$ cat src/rtl/program_loader_pkg.sv
// Shared types and constants for the program loader: FSM encoding and command word geometry.
package program_loader_pkg;

    localparam int BYTE_W     = 8;
    localparam int WORD_BYTES = 3;
    localparam int CMD_W      = BYTE_W * WORD_BYTES;   // 24-bit command word
    localparam int OPC_HI     = CMD_W - 1;             // opcode lane [23:16]
    localparam int OPC_LO     = CMD_W - BYTE_W;

    typedef enum logic [2:0] {
        S_IDLE,
        S_RECV,
        S_WRITE,
        S_CHECK,
        S_DONE,
        S_ERR
    } state_t;

endpackage

$ cat src/rtl/program_loader_word_assembler.sv
// Big-endian byte-to-word shifter with byte counter and running XOR checksum.
module word_assembler #(
    parameter int BYTE_W     = program_loader_pkg::BYTE_W,
    parameter int WORD_BYTES = program_loader_pkg::WORD_BYTES
) (
    input  logic                         clk,
    input  logic                         rst,
    input  logic                         clr,        // start of a new load
    input  logic                         cnt_clr,    // word consumed, restart byte count
    input  logic                         shift_en,   // accepted data byte
    input  logic [BYTE_W-1:0]            byte_in,
    output logic [WORD_BYTES*BYTE_W-1:0] word,
    output logic [BYTE_W-1:0]            csum,
    output logic                         word_full   // this byte completes the word
);

    localparam int W     = WORD_BYTES * BYTE_W;
    localparam int CNT_W = $clog2(WORD_BYTES + 1);

    logic [CNT_W-1:0] cnt;

    assign word_full = shift_en && (cnt == CNT_W'(WORD_BYTES - 1));

    // First byte ends up in the top lane after WORD_BYTES shifts.
    always_ff @(posedge clk) begin
        if (rst || clr) begin
            word <= '0;
            csum <= '0;
            cnt  <= '0;
        end else begin
            if (shift_en) begin
                word <= {word[W-BYTE_W-1:0], byte_in};
                csum <= csum ^ byte_in;
            end
            if (cnt_clr)
                cnt <= '0;
            else if (shift_en)
                cnt <= cnt + CNT_W'(1);
        end
    end

endmodule

$ cat src/rtl/program_loader.sv
// Loads a byte stream into instruction memory as command words, verifies the
// trailing XOR checksum and holds the CPU in reset until a good image is in place.
module program_loader
    import program_loader_pkg::*;
#(
    parameter int ADDR_W     = 8,
    parameter int BYTE_W     = program_loader_pkg::BYTE_W,
    parameter int WORD_BYTES = program_loader_pkg::WORD_BYTES
) (
    input  logic                         clk,
    input  logic                         rst,
    input  logic                         start,
    input  logic [ADDR_W-1:0]            prog_len,
    input  logic                         byte_valid,
    input  logic [BYTE_W-1:0]            byte_data,
    output logic                         byte_ready,
    output logic                         mem_we,
    output logic [ADDR_W-1:0]            mem_addr,
    output logic [WORD_BYTES*BYTE_W-1:0] mem_wdata,
    output logic                         cpu_rst,
    output logic                         busy,
    output logic                         done,
    output logic                         error
);

    state_t            state, state_nxt;
    logic [ADDR_W:0]   len_q;      // one extra bit so prog_len=0 means 2**ADDR_W
    logic [ADDR_W:0]   word_cnt;
    logic [ADDR_W:0]   word_cnt_inc;
    logic [BYTE_W-1:0] csum;
    logic              word_full;
    logic              start_acc;
    logic              shift_en;
    logic              chk_xfer;

    assign start_acc    = start && (state == S_IDLE || state == S_DONE || state == S_ERR);
    assign byte_ready   = (state == S_RECV) || (state == S_CHECK);
    assign shift_en     = byte_valid && (state == S_RECV);
    assign chk_xfer     = byte_valid && (state == S_CHECK);
    assign word_cnt_inc = word_cnt + (ADDR_W+1)'(1);

    word_assembler #(
        .BYTE_W     (BYTE_W),
        .WORD_BYTES (WORD_BYTES)
    ) u_asm (
        .clk       (clk),
        .rst       (rst),
        .clr       (start_acc),
        .cnt_clr   (state == S_WRITE),
        .shift_en  (shift_en),
        .byte_in   (byte_data),
        .word      (mem_wdata),
        .csum      (csum),
        .word_full (word_full)
    );

    // State register.
    always_ff @(posedge clk) begin
        if (rst) state <= S_IDLE;
        else     state <= state_nxt;
    end

    // Length latch plus write address and word counters.
    always_ff @(posedge clk) begin
        if (rst) begin
            len_q    <= '0;
            word_cnt <= '0;
            mem_addr <= '0;
        end else if (start_acc) begin
            len_q    <= (prog_len == '0) ? (ADDR_W+1)'(1 << ADDR_W) : {1'b0, prog_len};
            word_cnt <= '0;
            mem_addr <= '0;
        end else if (state == S_WRITE) begin
            word_cnt <= word_cnt_inc;
            mem_addr <= mem_addr + ADDR_W'(1);
        end
    end

    // Next state and state-decoded outputs; ERR keeps the CPU in reset.
    always_comb begin
        state_nxt = state;
        mem_we    = 1'b0;
        cpu_rst   = 1'b0;
        busy      = 1'b0;
        done      = 1'b0;
        error     = 1'b0;
        case (state)
            S_IDLE: begin
                if (start_acc) state_nxt = S_RECV;
            end
            S_RECV: begin
                cpu_rst = 1'b1;
                busy    = 1'b1;
                if (word_full) state_nxt = S_WRITE;
            end
            S_WRITE: begin
                mem_we    = 1'b1;
                cpu_rst   = 1'b1;
                busy      = 1'b1;
                state_nxt = (word_cnt_inc == len_q) ? S_CHECK : S_RECV;
            end
            S_CHECK: begin
                cpu_rst = 1'b1;
                busy    = 1'b1;
                if (chk_xfer) state_nxt = (byte_data == csum) ? S_DONE : S_ERR;
            end
            S_DONE: begin
                done = 1'b1;
                if (start_acc) state_nxt = S_RECV;
            end
            S_ERR: begin
                cpu_rst = 1'b1;
                error   = 1'b1;
                if (start_acc) state_nxt = S_RECV;
            end
            default: state_nxt = S_IDLE;
        endcase
    end

endmodule

$ cat config.mk
export PLATFORM = sky130hd
export DESIGN_NAME = program_loader
export DESIGN_NICKNAME = d
export VERILOG_FILES = /design/src/rtl/program_loader_pkg.sv /design/src/rtl/program_loader_word_assembler.sv /design/src/rtl/program_loader.sv
export SDC_FILE = /design/constraint.sdc
export NUM_CORES = 1
export LEC_CHECK = 0
export ABC_AREA = 1
export CAP_MARGIN = 20
export CORE_MARGIN = 2
export CORE_UTILIZATION = 38
export DETAILED_ROUTE_END_ITERATION = 8
export PLACE_DENSITY = 0.6
export SLEW_MARGIN = 20
export SYNTH_ARGS = -nofsm -noshare
export SYNTH_HDL_FRONTEND = slang
export SYNTH_SLANG_ARGS = --single-unit
$ cat constraint.sdc
create_clock -name clk -period 3.8 [get_ports clk]
set_clock_uncertainty 0.15 [all_clocks]
set_input_delay 1.14 -clock clk [delete_from_list [all_inputs] [get_ports clk]]
set_output_delay 1.14 -clock clk [all_outputs]
set_load 0.03 [all_outputs]
* Word-level counts from Yosys, hierarchy flattened
Cells that the tools add are included.
Operators by class: $add $sub $neg 3, multipliers 0, divide/modulo/power cells 0, magnitude comparators 0, equality and inequality tests 11, shifts and indexed selects 0, multiplexer cells 12, bitwise operators 1, reductions and logical operators 16
Operators with widths (count):
- case mux 3 bit (4 select lines) | 1
- adder 9 x 1 -> 9 bit, second input constant | 1
- equality test 9 bit | 1
- two-way mux 3 bit | 3
- two-way mux 9 bit | 1
- adder 8 x 1 -> 8 bit, second input constant | 1
- equality test 8 bit | 1
- logical NOT 8 bit | 1
- XOR 8 bit | 1
- equality test 3 x 2 -> 1 bit, second input constant | 2
- equality test 3 bit, second input constant | 2
- two-way mux 1 bit | 6
- OR reduction 3 bit | 2
- logical AND 1 bit | 4
- logical OR 1 bit | 4
- != test 2 x 1 -> 1 bit, second input constant | 2
- OR reduction 2 bit | 2
- OR reduction 4 bit | 1
- equality test 3 x 1 -> 1 bit, second input constant | 1
- logical NOT 3 bit | 1
- AND reduction 3 bit | 1
- adder 2 x 1 -> 2 bit, second input constant | 1
- equality test 2 bit, second input constant | 1
- two-way mux 2 bit | 1
- != test 2 bit, second input constant | 1
Storage, ports and cells: register bits 63, bits in latches 0, memory bits (writable) 0, ROM bits 0, bits of input ports 20, output and inout bits 38, word-level logic and storage cells 50, memories kept 0

* Longest topological paths before layout
depth after elaboration 6, gate-level depth with buffers 14, gate-level depth less buffers 14

* By module
Synthesis repeated with hierarchy kept, for this count alone.
Second synthesis, totals: cells, all modules 418, area, all modules 3096.7 µm²
By module, submodules not included:
- program_loader | instances 1, cells each 255, area each 1734.2 µm², sequential area each 580.6 µm²
- word_assembler | instances 1, cells each 163, area each 1362.6 µm², sequential area each 680.7 µm²

* Least setup slack after synthesis
Ideal clock, no wire load.
path kind reg2out, start point register state[1], end point output done, arrival 1060 ps, required time 2510 ps, setup slack 1450 ps, cell stages (with the launch flop) 2, path buffers 0, cell sequence dfxtp_1 nor3_1
Between the ends: longest elaborated chain between the ends 2
Ends and longest elaborated chain:
- from (decl) | RTL line program_loader.sv:26 | state_t state, state_nxt;
- from (signal assigned) | RTL line program_loader.sv:60 | else state <= state_nxt;
- equality test 3 bit | RTL line program_loader.sv:87 | case (state)
- two-way mux 1 bit | RTL line program_loader.sv:87
- to (decl) | RTL line program_loader.sv:22 | output logic done,
Every way passes these cells.

* Worst setup path after layout
start point register state[1], end point output mem_we
Between the ends: longest elaborated chain between the ends 2
Ends and longest elaborated chain:
- equality test 3 x 2 -> 1 bit | RTL line program_loader.sv:87
- two-way mux 1 bit | RTL line program_loader.sv:87
- to (decl) | RTL line program_loader.sv:17 | output logic mem_we,
Every way passes these cells.

==> flow_metrics.tcl <==
set metrics [dict create \
    clkTransAtPathRegs_ns 0.07 \
    grt.total_usage_pct 17.85 \
    cts_buffers 9 \
    die_y_um 90.23 \
    cts_sinks 63 \
    crit_arrival_ns 1.87 \
    viasPerCell 4.785 \
    vias 2651 \
    synth_nets 415 \
    finalCritPeriodShare_pct 83.24 \
    min_from "state[2]$_SDFFE_PP0P_" \
    dp_hpwl_um 4830 \
    yosysSeqAreaShare_pct 44.64 \
    internal-power_mw 1.017 \
    hold_viol 0 \
    drv_slew 0 \
    drive_gt1_share_pct 7.253 \
    io_buffers 57 \
    clock_latency_ns 0.34 \
    setup_violations 0 \
    cp_data_required_time_ns 2.51 \
    cp-end-kind "output port" \
    timing.rr.end "state[1]$_SDFFE_PP0P_" \
    power_mw 1.472 \
    cts_buffer_depth 2 \
    cp-start-kind "flip-flop" \
    tightest_slew_ns 0.4377 \
    yosys.area.top_type "dfxtp_1" \
    setup_tns_ns 0 \
    switching_power_mw 0.4554 \
    dp_worst_setup_slack_ns 0.8974 \
    finalWorstSetupSlack_ns 0.6367 \
    start_util_pct 39.16 \
    cts_setup_buffers 0 \
    final_core_util_pct 50.28 \
    pwr-share-clk_pct 34.1 \
    ios 58 \
    first_pass_iters 4 \
    grt_pass1_wl_um 11960 \
    slew_headroom_pct 70.77 \
    cts-resized-gates 0 \
    swShare_pct 30.94 \
    leakagePower_nw 1.361 \
    ys_types 30 \
    grt_pass1_vias 2594 \
    maxCapViolations 0 \
    root_buffer "clkbuf_8" \
    min_to "state[2]$_SDFFE_PP0P_" \
    drt_drc_violations_left 0 \
    hold_depth 2 \
    synth_cells 392 \
    syn2layout_area_growth_pct 28.39 \
    cts_tree "built" \
    coreArea_um2 7214 \
    peakVddDrop_uv 167.3 \
    wl_um 6695 \
    worstPathCellList "nand2_2, nor2_4, clkdlybuf4s50_1" \
    crit_path_max_fanout 9 \
    seqPwrFrac_pct 48.5 \
    yosys_warnings 0 \
    fp.dieArea_um2 8141 \
    status "finished clean" \
    nets 473 \
    htreeDepth 3 \
    ant_nets 0 \
    fmaxAchievable_ghz 0.3161 \
    drtIter0Drc 118 \
    p_comb_share_pct 17.4 \
    r2r_slack_ns 1.77 \
    critPathMaxStageDelay_ns 0.72 \
    place_congestion 0.8345 \
    ys_ff_latch 63 \
    syn-mean-instance-area_um2 7.207 \
    cts_hold_buf 0 \
    gr-total-overflow 0 \
    insertedDiodeCount 0 \
    wire_per_inst_um 12.08 \
    grt_max_degree 30 \
    r2r_cells 11 \
    synth.top_cell.area_share_pct 44.64 \
    critical_path_class "reg -> out" \
    grt_antenna_before_repair 0 \
    rsz0062_at_grt "false" \
    powerDensity_nw_per_um2 405.8 \
    hp-class "reg -> reg" \
    crit_slowest_cell "clkdlybuf4s50_1" \
    synth_area_um2 2825 \
    synth_area_leaders "dfxtp_1 (45%), nand2_1 (15%), a21oi_1 (8.5%)" \
    final.min_clock_period_ns 3.163 \
    die_w_um 90.23 \
    rows 31 \
    r2r_start "word_cnt[0]$_SDFFE_PP0P_" \
]
[cells by family (layout without fill, tap and decap cells)]
group                    count (synthesis)  in the layout  share of synthesized area [%]
AO/OA/AOI/OAI                           82             82                          15.28
flip-flops                              63             63                          44.64
adder cells (fa/ha/maj)                  3              3                          1.329
multiplexers                             2              2                         0.7086
buffers and inverters                   56            119                          8.636
AND/OR/NAND/NOR                        176            176                          26.31
XOR/XNOR                                10             10                          3.100
[stage by stage]
step | hold slack, ns | instances | cell area [um2]
after CTS | 0.3160 | 554 | 3627
after global placement | 0.3049 | 538 | 3462
after global routing | 0.3443 | 554 | 3627
after detailed placement | 0.3069 | 538 | 3462
after floorplan | 0.2830 | 392 | 2825
final | 0.3121 | 554 | 3627
[sequential cells by signal, summed over array words and instances, names as in the netlist]
signal and cells:
u_asm.cnt 2, u_asm.word 24, word_cnt 9, state 3
len_q 9, mem_addr 8, u_asm.csum 8
[worst max-delay path: cells and delay by family, from the launching register on]
kind / cells / cell delay (ns)
buf+inv: 1 / 0.72
flops: 1 / 0.45
simple gates: 2 / 0.35
[cell usage after synthesis]
master / number
nand2_1: 112
inv_4: 1
inv_1: 37
mux2i_1: 2
o22ai_1: 6
o21ai_0: 23
dfxtp_1: 63
nand2_2: 3
nand3_1: 21
inv_2: 5
xnor2_1: 1
nand4_1: 7
nand3b_1: 1
nor4_1: 2
nor2_4: 1
xor2_1: 9
buf_4: 2
or2_1: 1
clkbuf_1: 2
ha_1: 3
a21oi_1: 48
nor2_1: 22
nor2_2: 4
a21oi_2: 1
o21a_1: 2
buf_6: 2
a31oi_1: 1
buf_2: 7
nor3_1: 2
a41oi_1: 1
[final cells by class]
class                      count  area (um2)
sequential                    63        1261
clock inverter                 6       37.54
multi-input combinational    273        1320
clock buffer                  10       127.6
fill                         746        3587
timing repair buffer          60       593.1
inverter                      43       163.9
tap                           99       123.9
[power groups by stage]
stage / combinational [mW] / clock [mW] / sequential (mW)
global placement: 0.256 / 0 / 0.729
finish: 0.256 / 0.502 / 0.714
global route: 0.290 / 0.544 / 0.719
CTS: 0.259 / 0.516 / 0.714
detailed placement: 0.258 / 0 / 0.729
floorplan: 0.169 / 0 / 0.734
[placed cells by master, fill, tap and decap left out, drive strengths merged]
cell,instances
buf,3
nand3,21
dfxtp,63
clkbuf,10
nor3,2
a31oi,1
or2,1
xor2,9
inv,43
nand2,115
clkinvlp,3
nand3b,1
ha,3
o22ai,6
clkinv,3
o21ai,23
o21a,2
nand4,7
a21oi,49
mux2i,2
xnor2,1
clkdlybuf4s50,57
a41oi,1
nor4,2
nor2,27
[how the worst max path moves through the flow]
stage | endpoint | cells past startpoint | startpoint | slack (ns)
2_1_floorplan | done | 1 | state[1]$_SDFFE_PP0P_ | 1.45
3_3_place_gp | mem_addr[0]$_SDFFE_PP0P_ | 8 | start | 0.94
3_5_place_dp | word_cnt[5]$_SDFFE_PP0P_ | 6 | rst | 0.90
4_1_cts | mem_we | 3 | state[1]$_SDFFE_PP0P_ | 0.61
5_1_grt | mem_we | 3 | state[1]$_SDFFE_PP0P_ | 0.54
6_report | mem_we | 3 | state[1]$_SDFFE_PP0P_ | 0.64
[routing by layer]
layer	track usage, %	vias up	wire length (um)
met2	26.63	61	2886
met5	0	-	0
met3	4.275	9	306
li1	-	1395	-
met1	24.22	1186	3381
met4	8.590	0	120
Note: power is estimated with default switching activity, not from simulation.
